`config.mk`:
```
export PLATFORM = sky130hd
export DESIGN_NAME = pkt_gen_axis
export DESIGN_NICKNAME = d
export VERILOG_FILES = /design/src/rtl/pkt_gen_axis.sv
export SDC_FILE = /design/constraint.sdc
export NUM_CORES = 1
export LEC_CHECK = 0
export ABC_CLOCK_PERIOD_IN_PS = 8770
export CAP_MARGIN = 25
export CORE_MARGIN = 8
export CORE_UTILIZATION = 59
export CTS_BUF_LIST = sky130_fd_sc_hd__clkbuf_2 sky130_fd_sc_hd__clkbuf_4 sky130_fd_sc_hd__clkbuf_8
export DETAILED_ROUTE_END_ITERATION = 7
export PLACE_DENSITY = 0.89
export SETUP_SLACK_MARGIN = 0.5
export SYNTH_ARGS = -nofsm -noshare
export SYNTH_HDL_FRONTEND = slang
export SYNTH_SLANG_ARGS = --single-unit
```
`constraint.sdc`:
```
create_clock -name S_AXI_ACLK -period 8.77 [get_ports S_AXI_ACLK]
set_clock_uncertainty 0.15 [all_clocks]
set_input_delay 2.1925 -clock S_AXI_ACLK [delete_from_list [all_inputs] [get_ports S_AXI_ACLK]]
set_output_delay 2.1925 -clock S_AXI_ACLK [all_outputs]
set_load 0.02 [all_outputs]
```
`src/rtl/pkt_gen_axis.sv`:
```
// pkt_gen_axis: AXI4-Stream test-packet generator with programmable length, gap, count, pattern and TUSER header.
//   S_AXI_ACLK/S_AXI_ARESETN : clock, async active-low reset
//   cfg_*                    : run configuration from the register block (latched per packet)
//   rst_cntrs                : synchronous clear of tx_pkt_count/tx_word_count
//   M_AXIS_*                 : registered AXI4-Stream master
//   tx_pkt_count/word_count  : statistics; busy/done : run status
module pkt_gen_axis #(
  parameter int C_M_AXIS_DATA_WIDTH  = 64,
  parameter int C_M_AXIS_TUSER_WIDTH = 128,
  parameter int C_LEN_WIDTH          = 16,
  parameter int C_CNT_WIDTH          = 32
) (
  input  logic                              S_AXI_ACLK,
  input  logic                              S_AXI_ARESETN,
  input  logic                              cfg_enable,
  input  logic [C_LEN_WIDTH-1:0]            cfg_pkt_len,
  input  logic [C_CNT_WIDTH-1:0]            cfg_gap,
  input  logic [C_CNT_WIDTH-1:0]            cfg_num_pkts,
  input  logic [7:0]                        cfg_src_port,
  input  logic [7:0]                        cfg_dst_port,
  input  logic                              cfg_mode,
  input  logic [63:0]                       cfg_pattern,
  input  logic                              rst_cntrs,
  output logic [C_M_AXIS_DATA_WIDTH-1:0]    M_AXIS_TDATA,
  output logic [C_M_AXIS_DATA_WIDTH/8-1:0]  M_AXIS_TSTRB,
  output logic [C_M_AXIS_TUSER_WIDTH-1:0]   M_AXIS_TUSER,
  output logic                              M_AXIS_TVALID,
  input  logic                              M_AXIS_TREADY,
  output logic                              M_AXIS_TLAST,
  output logic [C_CNT_WIDTH-1:0]            tx_pkt_count,
  output logic [C_CNT_WIDTH-1:0]            tx_word_count,
  output logic                              busy,
  output logic                              done
);
  localparam int DW = C_M_AXIS_DATA_WIDTH;
  localparam int UW = C_M_AXIS_TUSER_WIDTH;
  localparam int B  = DW / 8;
  localparam int LW = C_LEN_WIDTH;
  localparam int CW = C_CNT_WIDTH;
  typedef enum logic [1:0] {IDLE, SEND, GAP, DONE} state_t;
  state_t state, state_nx;
  logic [LW-1:0] len_q, rem_q, eff_len, nxt_rem;
  logic [CW-1:0] gap_q, gcnt_q, run_q, run_inc;
  logic [63:0] pat_q, eff_pat;
  logic [31:0] idx_q, seq_q, nxt_idx, nxt_seq;
  logic [DW-1:0] nxt_data;
  logic [B-1:0] nxt_strb;
  logic [UW-1:0] nxt_user;
  logic mode_q, eff_mode, hs, last, run_end, start, step;
  // rem_q holds the bytes still to send, counting the beat currently presented
  assign hs      = M_AXIS_TVALID & M_AXIS_TREADY;
  assign last    = rem_q <= LW'(B);
  assign run_inc = run_q + CW'(1);
  assign run_end = (cfg_num_pkts != '0) && (run_inc == cfg_num_pkts);
  // start: present a header beat using live cfg; step: present the next beat of the current packet
  always_comb begin
    state_nx = state;
    start = 1'b0;
    step = 1'b0;
    case (state)
      IDLE: if (cfg_enable) begin start = 1'b1; state_nx = SEND; end
      SEND: if (hs) begin
        if (!last) step = 1'b1;
        else if (run_end) state_nx = DONE;
        else if (!cfg_enable) state_nx = IDLE;
        else if (gap_q == '0) start = 1'b1;
        else state_nx = GAP;
      end
      GAP: if (!cfg_enable) state_nx = IDLE;
           else if (gcnt_q == '0) begin start = 1'b1; state_nx = SEND; end
      default: if (!cfg_enable) state_nx = IDLE;
    endcase
  end
  always_comb begin
    eff_len = start ? ((cfg_pkt_len == '0) ? LW'(1) : cfg_pkt_len) : len_q;
    eff_mode = start ? cfg_mode : mode_q;
    eff_pat = start ? cfg_pattern : pat_q;
    nxt_rem = start ? eff_len : rem_q - LW'(B);
    nxt_idx = start ? 32'd0 : idx_q + 32'd1;
    nxt_seq = start ? ((state == IDLE) ? 32'd0 : seq_q + 32'd1) : seq_q;
    nxt_user = start ? UW'({cfg_dst_port, cfg_src_port, 16'(eff_len)}) : '0;
    for (int i = 0; i < B; i++) nxt_strb[i] = LW'(i) < nxt_rem;
    for (int i = 0; i < DW / 64; i++) nxt_data[i*64 +: 64] = eff_mode ? {nxt_seq, nxt_idx} : eff_pat;
  end
  always_ff @(posedge S_AXI_ACLK or negedge S_AXI_ARESETN) begin
    if (!S_AXI_ARESETN) begin
      state <= IDLE;
      M_AXIS_TDATA <= '0;
      M_AXIS_TSTRB <= '0;
      M_AXIS_TUSER <= '0;
      M_AXIS_TVALID <= 1'b0;
      M_AXIS_TLAST <= 1'b0;
      len_q <= '0;
      rem_q <= '0;
      gap_q <= '0;
      gcnt_q <= '0;
      run_q <= '0;
      pat_q <= '0;
      mode_q <= 1'b0;
      idx_q <= '0;
      seq_q <= '0;
      tx_pkt_count <= '0;
      tx_word_count <= '0;
    end else begin
      state <= state_nx;
      if (start || step) begin
        M_AXIS_TVALID <= 1'b1;
        M_AXIS_TDATA <= nxt_data;
        M_AXIS_TSTRB <= nxt_strb;
        M_AXIS_TUSER <= nxt_user;
        M_AXIS_TLAST <= (nxt_rem <= LW'(B));
        rem_q <= nxt_rem;
        idx_q <= nxt_idx;
        seq_q <= nxt_seq;
      end else if (hs) M_AXIS_TVALID <= 1'b0;
      if (start) begin
        len_q <= eff_len;
        gap_q <= cfg_gap;
        mode_q <= cfg_mode;
        pat_q <= cfg_pattern;
      end
      run_q <= (state == IDLE) ? '0 : (hs && last) ? run_inc : run_q;
      // preloaded outside GAP so the gap lasts exactly gap_q cycles
      gcnt_q <= (state == GAP) ? gcnt_q - CW'(1) : gap_q - CW'(1);
      tx_word_count <= rst_cntrs ? '0 : tx_word_count + CW'(hs);
      tx_pkt_count <= rst_cntrs ? '0 : tx_pkt_count + CW'(hs && last);
    end
  end
  assign busy = (state == SEND) || (state == GAP);
  assign done = state == DONE;
endmodule

```
After elaboration in Yosys (flattened, before gate mapping)
Cells that the tools add are included.
Widths: inputs -> output; s select.
- $add $sub $neg: 8
- $lt $le $gt $ge: 10
- equal/unequal tests: 10
- multiplexer cells: 38
- bitwise gates (word level): 1
- reductions and logical operators: 12
- operators with widths (operator ; number):
    $mux 32 ; 9
    $mux 64 ; 2
    $add 32x1->32 const B ; 3
    $add 32x1->32 ; 2
    $logic_not 32->1 ; 2
    $lt 3x16->1 const A ; 4
    $sub 32x1->32 const B ; 2
    $eq 32x32->1 ; 1
    $le 16x4->1 const B ; 2
    $lt 1x16->1 const A ; 2
    $lt 2x16->1 const A ; 2
    $mux 16 ; 2
    $reduce_bool 32->1 ; 1
    $mux 2 ; 9
    $logic_not 16->1 ; 1
    $sub 16x4->16 const B ; 1
    $mux 1 ; 14
    $ne 2x2->1 const B ; 3
    $pmux 2 s3 ; 1
    $reduce_and 6->1 ; 1
    $eq 2x2->1 const B ; 2
    $ne 4x1->1 const B ; 1
    $ne 4x4->1 const B ; 1
    $reduce_bool 2->1 ; 2
    7 further kinds ; 9
- register bits: 509
- input bits: 166
- logic and storage cells: 95

Depth between registers and ports, before layout
Gate-level depths: netlist of the first run.
- word-level depth: 9
- mapped depth: 19

Worst setup path before layout of the first run
Ideal clock, no wire load.
- path kind: register -> register
- from: reg state[0]
- to: reg gcnt_q[24]
- setup time: 0.126 ns
- arrival time: 5.091 ns
- required time: 8.494 ns
- slack: 3.403 ns
- cell stages (with the launch flop): 20
- buffers on the path: 6
- clock period less this slack: 5.367 ns
- path through: dfrtp_1 -> inv_1 -> ha_1 -> clkbuf_1 -> clkbuf_1 -> clkbuf_1 -> buf_1 -> clkbuf_1 -> clkbuf_1 -> mux2i_1 -> ha_1 -> o221ai_1 -> nor4_1 -> o21ai_0 -> nand2b_1 -> or2_2 -> nand2b_1 -> nor3_1 -> xnor2_1 -> mux2i_1
- word-level cells in the longest chain between the ends: 2
- RTL lines (element ; RTL line ; source):
    start, declared ; 41 ; state_t state, state_nx;
    start signal, assigned ; 105 ; state <= state_nx;
    $eq 2x2->1 ; 124 ; gcnt_q <= (state == GAP) ? gcnt_q - CW'(1) : gap_q - CW'(1);
    $mux 32 ; 124 ;
    end signal, assigned ; 124 ;
    end, declared ; 43 ; logic [CW-1:0] gap_q, gcnt_q, run_q, run_inc;
Every way passes these cells.
A chain may end at the register's enable or synchronous reset.

Final worst setup path of the first run
- from: in cfg_num_pkts[7]
- to: reg M_AXIS_TDATA[14]
- word-level cells in the longest chain between the ends: 8
- elaborated cells between the ends (all ways): 12
- RTL lines (element ; RTL line ; source):
    start, declared ; 18 ; input logic [C_CNT_WIDTH-1:0] cfg_num_pkts,
    $eq 32x32->1 or $reduce_bool 32->1 (tied branches) ; 54 ; assign run_end = (cfg_num_pkts != '0) && (run_inc == cfg_num_pkts);
    $logic_and 1x1->1 * ; 54 ;
    $mux 1 * ; 64 ; else if (run_end) state_nx = DONE;
    $mux 1 * ; 63 ; if (!last) step = 1'b1;
    $mux 1 * ; 62 ; SEND: if (hs) begin
    $pmux 1 s3 * ; 60 ; case (state)
    $mux 64, or another cell as far along ; n/a ;
    $mux 64 ; 83 ; for (int i = 0; i < DW / 64; i++) nxt_data[i*64 +: 64] = eff_mode ? {nxt_seq, nxt_idx} : eff_pat;
    end signal, assigned ; 108 ; M_AXIS_TDATA <= nxt_data;
    end, declared ; 24 ; output logic [C_M_AXIS_DATA_WIDTH-1:0] M_AXIS_TDATA,
Mark *: on every way between the ends. The rest lies on a longest branch, timed or not.

==> results of run 1 <==
-- path summary, 6_finish.rpt --
check	from	to	slack, ns
max reg2reg	run_q[0]	M_AXIS_TDATA[14]	3.26
min reg2reg	pat_q[35]	pat_q[35]	0.31
min	pat_q[35]	pat_q[35]	0.31
max in group asynchronous	S_AXI_ARESETN	mode_q	5.62
max	cfg_num_pkts[7]	M_AXIS_TDATA[14]	2.52
min in group asynchronous	S_AXI_ARESETN	gcnt_q[27]	1.37
-- power by group --
part	internal [mW]	total, mW	switching [mW]	leakage [nW]
combinational	1.18	2.99	1.82	5.72
clock	1.05	1.86	0.808	0.791
sequential	2.48	3.01	0.528	5.34
-- flip-flops by register name (all words and copies together), names as in the netlist --
register       count
M_AXIS_TDATA      64
M_AXIS_TLAST       1
M_AXIS_TSTRB       8
M_AXIS_TUSER      32
M_AXIS_TVALID      1
gap_q             32
gcnt_q            32
idx_q             32
mode_q             1
pat_q             64
rem_q             16
run_q             32
seq_q             32
state              2
tx_pkt_count      32
tx_word_count     32
-- routing by layer --
layer | up-vias | GRT usage (%)
met5 | - | 0
met4 | 2 | 9.02
met3 | 151 | 6.75
met2 | 1095 | 48.0
met1 | 10017 | 39.6
li1 | 9357 | -
-- through the flow --
| step | hold WS, ns | util, % | total power [mW] | cells | cell area [um2] |
|---|---|---|---|---|---|
| 3_3_place_gp | 0.291 | 67.6 | 5.80 | 3333 | 25900 |
| 5_1_grt | 0.329 | 71.8 | 8.29 | 3459 | 27500 |
| 2_1_floorplan | 0.280 | - | 4.81 | 2707 | 23100 |
| 3_5_place_dp | 0.297 | 67.6 | 5.93 | 3333 | 25900 |
| 6_report | 0.308 | 71.8 | 7.86 | 3460 | 27500 |
| 4_1_cts | 0.310 | 71.5 | 7.82 | 3455 | 27400 |
-- logic make-up after synthesis --
kind of cell / Yosys count
compound gates: 389
xor+xnor: 238
mux: 50
fa+ha+maj: 13
simple gates: 1234
buf+inv: 274
other cells: 1
flops: 413
-- placed cells by master (no fill, tap or decap), types with 49 or more instances in the layout --
master             n
a21oi_1          133
clkbuf_8          91
clkdlybuf4s50_1  335
conb_1            96
dfrtp_1          412
nand2_1          483
nand3_1          138
nand4_1           49
nor2_1           268
nor3_1            82
o21ai_0          105
xnor2_1          119
xor2_1           119
-- worst min-delay path, cell delays in order (launching register included) --
cell and delay [ns]:
dfrtp_1 0.33, nand2_1 0.05, nand2_1 0.05
-- final cells by class --
type | count | area [um2]
clock buffer | 105 | 1360
antenna | 1 | 2.50
clock inverter | 17 | 145
tap | 518 | 648
timing repair buffer | 359 | 3660
multi-input combinational | 2020 | 11300
inverter | 27 | 101
sequential | 413 | 10300
fill | 2743 | 10800
==> impl_metrics.env, run 1 <==
export IMPL_core_um2=38400
export IMPL_path_clk_slew_ns=0.06
export IMPL_syn_inst=2612
export IMPL_grt_start_max_net_pins=181
export IMPL_async_flop_share_pct=100
export IMPL_worstPathArrival_ns=6.60
export IMPL_yosys_top_cells_area="dfrtp_1, nand2_1, xnor2_1"
export IMPL_place_congestion=0.942
export IMPL_portBuffers=337
export IMPL_first_pass_iters=6
export IMPL_rr_worst_depth=12
export IMPL_cts_sinks=413
export IMPL_crit_family="buffers and inverters"
export IMPL_ys_warn_count=0
export IMPL_wl_met2_mm=33.3
export IMPL_top_layer_used="met5"
export IMPL_syn_to_final_growth_pct=21.2
export IMPL_worstSetupPathType="input pin to flop"
export IMPL_ctsHoldBuffers=0
export IMPL_nNetsFinal=3070
export IMPL_cts_setup_buffers=0
export IMPL_cp_depth=13
export IMPL_max_freq_mhz=160
export IMPL_holdPathStages=2
export IMPL_synth_top_area_share_pct=45.5
export IMPL_overflow=0
export IMPL_grt_total_usage_pct=29.7
export IMPL_slew_viol_final=0
export IMPL_yosysTopAreaCell="dfrtp_1"
export IMPL_synth_common_cells="nand2_1, dfrtp_1, nor2_1, nand3_1, a21oi_1"
export IMPL_synth_most_common_cell="nand2_1"
export IMPL_grt_pass1_vias=20408
export IMPL_drcViolationCount=0
export IMPL_seq_area_frac_synth_pct=45.5
export IMPL_syn_area_um2=22700
export IMPL_power_leakage_nw=11.9
export IMPL_wl_per_cell_um=20.0
export IMPL_slowest_delay_ns=0.77
export IMPL_synth_enable_flop_cells=0
export IMPL_grt_first_pass_wirelength_mm=109
export IMPL_path_buf_inv=3
export IMPL_synth_mux_area_fraction_pct=2.25
export IMPL_rsz0062_at_grt="false"
export IMPL_tightest_slew_ns=0.993
export IMPL_place_ws_ns=2.11
export IMPL_synth_fa_ha_area_share_pct=0.716
export IMPL_avgSynthCellArea_um2=8.70
export IMPL_fin_tns_setup_ns=0
export IMPL_outcome="finished, final reports clean"
export IMPL_ir_drop_v=0.000269
export IMPL_insertion_delay_ns=0.64
export IMPL_min_period_over_period_pct=71.2
export IMPL_setup_viol=0
export IMPL_fp_row_count=72
export IMPL_layout_drive_gt1_share_pct=6.43
export IMPL_synth_top_family_by_area="simple AND/OR/NAND/NOR gates"
export IMPL_die_area_um2=45100
export IMPL_initial_core_util_pct=59.2
export IMPL_relSlewSlack_pct=33.8
export IMPL_cp_end_kind="flop"
export IMPL_critPathSlowestCell="or2_4"
export IMPL_clk_path_buf_depth=3
export IMPL_die_w_um=212
export IMPL_synth_xor_area_share_pct=9.17
export IMPL_die_h_um=212
export IMPL_synth_seq_cells=413
export IMPL_postCtsResizedCells=0
export IMPL_place_hpwl_mm=47.5
export IMPL_drtIter0Drc=2209
export IMPL_synthSimpleGateAreaFrac_pct=25.2
export IMPL_cts_made_buffers=70
export IMPL_min_path_type="flop to flop"
export IMPL_antenna_found_initial=1
export IMPL_cap_violations=0
export IMPL_vias_per_cell=5.96
export IMPL_finalWorstPathRequiredPeriod_ns=6.25
export IMPL_wl_mm=69.3
export IMPL_setup_slack_ns=2.52
export IMPL_io_pins=434
export IMPL_cellPowerDensity_nw_per_um2=285
export IMPL_hold_viol=0
export IMPL_synth_compound_area_share_pct=10.6
export IMPL_met1_length_mm=27.4
export IMPL_path_max_fanout=132
export IMPL_cts_tree="done"
export IMPL_cts_max_level=3
export IMPL_vias=20622
export IMPL_final_antenna_net_count=0
export IMPL_dr_wl_met3_mm=6.96
export IMPL_synth_main_ff_cell="dfrtp_1"
export IMPL_crit_chain="clkdlybuf4s50_1 > xor2_1 > xnor2_1 > nor4b_1 > a311oi_1 > or3b_1 > nor4_4 > a311oi_4 > buf_4 > or2_4 > buf_12 > o21ai_0 > a22o_1"
export IMPL_cp_start_kind="input pin"
export IMPL_root_buffer="clkbuf_8"
export IMPL_cp_required_ns=9.13
export IMPL_synth_distinct_cells=80
(Power assumes the default switching activity.)
==> run 2, diff against run 1 <==
--- a/config.mk
+++ b/config.mk
@@ -5,13 +5,13 @@
 export SDC_FILE = /design/constraint.sdc
 export NUM_CORES = 1
 export LEC_CHECK = 0
-export ABC_CLOCK_PERIOD_IN_PS = 8770
+export ABC_CLOCK_PERIOD_IN_PS = 5700
 export CAP_MARGIN = 25
 export CORE_MARGIN = 8
-export CORE_UTILIZATION = 59
+export CORE_UTILIZATION = 49
 export CTS_BUF_LIST = sky130_fd_sc_hd__clkbuf_2 sky130_fd_sc_hd__clkbuf_4 sky130_fd_sc_hd__clkbuf_8
 export DETAILED_ROUTE_END_ITERATION = 7
-export PLACE_DENSITY = 0.89
+export PLACE_DENSITY = 0.79
 export SETUP_SLACK_MARGIN = 0.5
 export SYNTH_ARGS = -nofsm -noshare
 export SYNTH_HDL_FRONTEND = slang
==> constraint.sdc (replaced) <==
create_clock -name S_AXI_ACLK -period 5.7 [get_ports S_AXI_ACLK]
set_clock_uncertainty 0.15 [all_clocks]
set_input_delay 1.425 -clock S_AXI_ACLK [delete_from_list [all_inputs] [get_ports S_AXI_ACLK]]
set_output_delay 1.425 -clock S_AXI_ACLK [all_outputs]
set_load 0.02 [all_outputs]
==> run 2 against run 1 <==
Die area up 19%. Global-route usage down 4.9 points. Sequential power up 53%. Cell count up 3.0%. Flip-flop and latch count unchanged. Register-to-register slack worse by 2.4 ns. Combinational power up 55%. Critical path type is now flop to flop. Highest routed layer unchanged.
==> impl_metrics.env, run 2 (synthesis results as in run 1) <==
export IMPL_outcome="finished, final reports clean"
export IMPL_fin_tns_setup_ns=0
export IMPL_p_comb_share_pct=38.3
export IMPL_grt_total_usage_pct=24.7
export IMPL_final_common_cell="nand2_1"
export IMPL_cts_tree="done"
export IMPL_cp_start_kind="flop"
export IMPL_place_ws_ns=0.384
export IMPL_fillerInstances=3938
export IMPL_p_sw_share_pct=40.1
export IMPL_setup_slack_ns=0.886
export IMPL_wl_mm=68.9
export IMPL_crit_top_cell="buf_4"
export IMPL_finalWorstPathRequiredPeriod_ns=4.81
export IMPL_worstSetupPathType="flop to flop"
export IMPL_internal_power_mw=7.24
export IMPL_grt_first_pass_wirelength_mm=108
export IMPL_stdcell_area_um2=27700
export IMPL_portBuffers=337
export IMPL_setup_viol=0
export IMPL_core_um2=46200
export IMPL_ctsHoldBuffers=0
export IMPL_cts_max_level=3
export IMPL_overflow=0
export IMPL_drcViolationCount=0
export IMPL_pwr_share_clk_pct=23.5
export IMPL_die_w_um=231
export IMPL_syn_to_final_growth_pct=22.0
export IMPL_ir_drop_v=0.000304
export IMPL_die_area_um2=53500
export IMPL_cp_required_ns=6.10
export IMPL_met1_length_mm=29.0
export IMPL_worstPathArrival_ns=5.21
export IMPL_layout_drive_gt1_share_pct=6.87
export IMPL_hold_viol=0
export IMPL_io_pins=434
export IMPL_nNetsFinal=3085
export IMPL_tightest_slew_ns=1.10
export IMPL_rsz0062_at_grt="false"
export IMPL_cellPowerDensity_nw_per_um2=436
export IMPL_timing_hold_ws_ns=0.311
export IMPL_cts_made_buffers=73
export IMPL_dp_cells=3437
export IMPL_path_buf_inv=2
export IMPL_die_h_um=231
export IMPL_slew_viol_final=0
export IMPL_drtIter0Drc=1844
export IMPL_dr_wl_met3_mm=5.89
export IMPL_wl_met2_mm=31.8
export IMPL_antenna_found_initial=4
export IMPL_cp_end_kind="flop"
export IMPL_critPathSlowestCell="buf_4"
export IMPL_total_power_mw=12.1
export IMPL_fp_row_count=79
export IMPL_root_buffer="clkbuf_8"
export IMPL_place_hpwl_mm=48.6
export IMPL_vias=20325
export IMPL_pwr_share_seq_pct=38.2
export IMPL_top_regs="M_AXIS_TDATA (64), pat_q (64)"
export IMPL_first_pass_iters=6
export IMPL_postCtsResizedCells=0
export IMPL_cap_violations=0
export IMPL_crit_family="simple AND/OR/NAND/NOR gates"
export IMPL_crit_chain="ha_1 > nand3_1 > buf_4 > nor4_2 > a21boi_0 > o32ai_1 > nand2b_1 > a211oi_2 > a311oi_4 > or2_4 > buf_4 > nand2_1 > o21ai_0"
export IMPL_p_switching_mw=4.84
export IMPL_max_freq_mhz=208
export IMPL_wl_per_cell_um=19.3
export IMPL_clk_path_buf_depth=3
export IMPL_place_congestion=0.920
export IMPL_dpl_cell_area_um2=26200
export IMPL_initial_core_util_pct=49.2
export IMPL_final_antenna_net_count=0
export IMPL_cts_sinks=413
export IMPL_grt_start_max_net_pins=97
export IMPL_path_clk_slew_ns=0.06
export IMPL_slowest_delay_ns=0.76
export IMPL_cts_setup_buffers=0
export IMPL_path_max_fanout=93
export IMPL_insertion_delay_ns=0.65
export IMPL_relSlewSlack_pct=26.3
export IMPL_vias_per_cell=5.70
export IMPL_fin_util_pct=60.1
export IMPL_grt_pass1_vias=19808
export IMPL_min_period_over_period_pct=84.5
export IMPL_instances_no_fill=3565
export IMPL_min_path_type="flop to flop"
export IMPL_mostFrequentLayoutCells="nand2_1, dfrtp_1, clkdlybuf4s50_1"
export IMPL_top_layer_used="met5"
export IMPL_power_leakage_nw=11.9
## run 2: cell count changes in the layout (fill, tap and decap cells not counted), moves of 2 or more
cell	delta
diode_2	+2
buf_16	-3
buf_12	+3
clkinv_2	-4
buf_4	+12
clkbuf_8	-3
clkbuf_4	+8
## run 2: worst paths after layout
kind	slack [ns]	depth (start not counted)	startpoint	endpoint
max	0.89	13	run_q[0]	rem_q[15]
max in group asynchronous	3.67	2	S_AXI_ARESETN	M_AXIS_TUSER[11]
min reg2reg	0.31	2	pat_q[32]	pat_q[32]
min	0.31	2	pat_q[32]	pat_q[32]
min in group asynchronous	0.62	1	S_AXI_ARESETN	gcnt_q[23]
max reg2reg	0.89	13	run_q[0]	rem_q[15]
## run 2: power groups by stage
stage / clock (mW) / sequential (mW) / combinational [mW]
2_1_floorplan: 0 / 4.75 / 2.66
3_3_place_gp: 0 / 4.58 / 4.45
3_5_place_dp: 0 / 4.62 / 4.60
4_1_cts: 2.91 / 4.58 / 4.62
5_1_grt: 3.02 / 4.71 / 5.04
6_report: 2.84 / 4.61 / 4.62
## run 2: worst reg2reg max path, stage by stage (launching register included)
cell and delay [ns]:
dfrtp_1 0.49, ha_1 0.26, nand3_1 0.09, buf_4 0.19
nor4_2 0.67, a21boi_0 0.19, o32ai_1 0.36, nand2b_1 0.20
a211oi_2 0.14, a311oi_4 0.47, or2_4 0.43, buf_4 0.76
nand2_1 0.22, o21ai_0 0.12
## run 2: layer usage
metal  GRT usage (%)  vias to the layer above
met4            10.1                        4
met3            5.81                      158
met1            32.9                     9869
met2            38.7                      916
met5               0                        -
li1                -                     9378
## run 2: area by class of cell
class                           count  area, um2  area share (%)
Antenna cell                        3       7.51          0.0271
Clock buffer                      110       1380            4.96
Clock inverter                     14        115           0.415
Inverter                           27        101           0.366
Multi-Input combinational cell   2020      11300            40.8
Sequential cell                   413      10300            37.3
Tap cell                          607        759            2.74
Timing Repair Buffer              371       3730            13.5
==> run 3, diff against run 2 <==
--- a/config.mk
+++ b/config.mk
@@ -5,13 +5,13 @@
 export SDC_FILE = /design/constraint.sdc
 export NUM_CORES = 1
 export LEC_CHECK = 0
-export ABC_CLOCK_PERIOD_IN_PS = 5700
+export ABC_CLOCK_PERIOD_IN_PS = 4600
 export CAP_MARGIN = 25
 export CORE_MARGIN = 8
-export CORE_UTILIZATION = 49
+export CORE_UTILIZATION = 54
 export CTS_BUF_LIST = sky130_fd_sc_hd__clkbuf_2 sky130_fd_sc_hd__clkbuf_4 sky130_fd_sc_hd__clkbuf_8
 export DETAILED_ROUTE_END_ITERATION = 7
-export PLACE_DENSITY = 0.79
+export PLACE_DENSITY = 0.83
 export SETUP_SLACK_MARGIN = 0.5
 export SYNTH_ARGS = -nofsm -noshare
 export SYNTH_HDL_FRONTEND = slang
==> constraint.sdc (replaced) <==
create_clock -name S_AXI_ACLK -period 4.6 [get_ports S_AXI_ACLK]
set_clock_uncertainty 0.15 [all_clocks]
set_input_delay 1.15 -clock S_AXI_ACLK [delete_from_list [all_inputs] [get_ports S_AXI_ACLK]]
set_output_delay 1.15 -clock S_AXI_ACLK [all_outputs]
set_load 0.02 [all_outputs]
==> run 3 against run 2 <==
First-iteration DRC count is 19% higher. Power is 28% higher. Critical path type is now input pin to flop. Largest power group unchanged. Final area is 3.3% higher. Non-clock buffer count is 75 higher. Critical endpoint is now M_AXIS_TSTRB[2].
==> impl_metrics.env, run 3 (synthesis results as in run 1) <==
export IMPL_outcome="finished, final reports clean"
export IMPL_ir_drop_v=0.000406
export IMPL_initial_core_util_pct=54.4
export IMPL_vias_per_cell=5.84
export IMPL_layout_drive_gt1_share_pct=10.2
export IMPL_final_common_cell="nand2_1"
export IMPL_place_congestion=0.956
export IMPL_min_path_type="flop to flop"
export IMPL_cellPowerDensity_nw_per_um2=539
export IMPL_drtIter0Drc=2193
export IMPL_mostFrequentLayoutCells="nand2_1, dfrtp_1, clkdlybuf4s50_1"
export IMPL_hold_viol=0
export IMPL_die_h_um=221
export IMPL_overflow=0
export IMPL_grt_start_max_net_pins=109
export IMPL_fin_util_pct=68.6
export IMPL_setup_viol=0
export IMPL_min_period_over_period_pct=88.4
export IMPL_fp_row_count=75
export IMPL_die_w_um=221
export IMPL_cap_violations=0
export IMPL_critPathSlowestCell="a311oi_4"
export IMPL_place_hpwl_mm=49.6
export IMPL_cp_depth=14
export IMPL_cts_max_level=3
export IMPL_antenna_found_initial=2
export IMPL_drcViolationCount=0
export IMPL_rsz0062_at_grt="false"
export IMPL_clk_path_buf_depth=3
export IMPL_path_max_fanout=9
export IMPL_slew_viol_final=0
export IMPL_final_antenna_net_count=0
export IMPL_grt_pass1_vias=20735
export IMPL_root_buffer="clkbuf_8"
export IMPL_syn_to_final_growth_pct=26.0
export IMPL_cts_made_buffers=73
export IMPL_crit_family="compound AO/OA/AOI/OAI gates"
export IMPL_crit_chain="clkdlybuf4s50_1 > nor4_2 > nand4_1 > o211ai_1 > nor4_2 > nand4_1 > nor4_4 > a311oi_4 > buf_6 > nor2_4 > buf_8 > buf_4 > and3_1 > o32a_1"
export IMPL_first_pass_iters=6
export IMPL_top_regs="M_AXIS_TDATA (64), pat_q (64)"
export IMPL_finalWorstPathRequiredPeriod_ns=4.07
export IMPL_rr_worst_depth=12
export IMPL_grt_first_pass_wirelength_mm=112
export IMPL_rr_endpoint="M_AXIS_TSTRB[2]"
export IMPL_cp_end_kind="flop"
export IMPL_portBuffers=337
export IMPL_worstSetupPathType="input pin to flop"
export IMPL_path_buf_inv=4
export IMPL_r2r_start="run_q[16]"
export IMPL_ctsHoldBuffers=0
export IMPL_wl_per_cell_um=19.9
export IMPL_insertion_delay_ns=0.63
export IMPL_tightest_slew_ns=0.954
export IMPL_max_freq_mhz=246
export IMPL_path_clk_slew_ns=0.06
export IMPL_cp_required_ns=4.96
export IMPL_cts_sinks=413
export IMPL_power_leakage_nw=12.5
export IMPL_crit_start="cfg_num_pkts[19]"
export IMPL_rrSetupSlack_ns=0.64
export IMPL_nNetsFinal=3161
export IMPL_relSlewSlack_pct=35.9
export IMPL_die_area_um2=48900
export IMPL_wl_mm=70.9
export IMPL_worstPathArrival_ns=4.43
export IMPL_vias=20852
export IMPL_io_pins=434
export IMPL_cts_tree="done"
export IMPL_endpoint="M_AXIS_TSTRB[2]"
export IMPL_cp_start_kind="input pin"
export IMPL_slowest_delay_ns=0.53
export IMPL_core_um2=41800
export IMPL_instances_no_fill=3569
export IMPL_grt_total_usage_pct=27.6
export IMPL_dp_cells=3421
run 3: cell count changes in the layout (fill, tap and decap cells not counted), moves of 3 or more:
cell             delta
o31ai_2             +3
dfrtp_2             +3
clkdlybuf4s50_1     -7
o31ai_1             -3
clkbuf_8            +6
dlymetal6s2s_1      +7
dfrtp_1             -3
nor4_1             -11
buf_6               +3
nor4_2             +10
buf_12              +5
buf_4              +61
run 3: cell type report:
| cell class | count | area, um2 |
|---|---|---|
| repair buffers | 446 | 4470 |
| clock inverters | 9 | 100 |
| inverters | 27 | 101 |
| diodes | 1 | 2.50 |
| clock buffers | 113 | 1440 |
| multi-input cells | 2021 | 11500 |
| fillers | 3190 | 13100 |
| flip-flops and latches | 413 | 10300 |
| well taps | 539 | 674 |
run 3: worst min path at each step:
stage / from / endpoint / slack [ns] / depth (start not counted)
after global placement: pat_q[53] / pat_q[53] / 0.29 / 2
final: pat_q[51] / pat_q[51] / 0.31 / 2
after floorplan: pat_q[31] / pat_q[31] / 0.28 / 2
after global routing: pat_q[37] / pat_q[37] / 0.33 / 2
after detailed placement: pat_q[31] / pat_q[31] / 0.30 / 2
after CTS: pat_q[51] / pat_q[51] / 0.31 / 2
run 3: stage by stage:
step | cell area, um2 | TNS, ns | power, mW | setup slack [ns] | hold slack [ns]
6_report | 28600 | 0 | 15.4 | 0.533 | 0.311
5_1_grt | 28600 | 0 | 16.3 | 0.482 | 0.326
4_1_cts | 28200 | 0 | 15.3 | 0.490 | 0.310
3_5_place_dp | 26600 | -13.53 | 11.6 | -0.177 | 0.298
3_3_place_gp | 26600 | -2.87 | 11.4 | -0.0723 | 0.290
2_1_floorplan | 23100 | 0 | 9.20 | 0.527 | 0.280
run 3: per-layer routing:
layer	vias up	global-route usage [%]	routed length (um)
met1	10215	35.8	29400
met5	-	0	13
met2	968	45.1	34000
met4	2	8.80	1550
li1	9548	-	-
met3	119	6.78	5910
run 3: report_power, final:
part	switching (mW)	total, mW	leakage, nW	internal, mW
Sequential	1.00	5.73	5.34	4.73
Clock	1.52	3.60	0.811	2.08
Combinational	3.55	6.09	6.32	2.54
Total	6.07	15.4	12.5	9.35
run 3: timing repair:
action	in CTS	in global routing
cloned	0	4
pin swaps	0	22
endpoints found under the setup margin	79	292
hold endpoints to repair	0	0
resized for setup	4	48
setup buffers	2	18
run 3: tightest hold or removal path, delay by kind of cell (launching register included):
| family | cells | cell delay, ns |
|---|---|---|
| AND/OR/NAND/NOR | 2 | 0.10 |
| flip-flops | 1 | 0.33 |
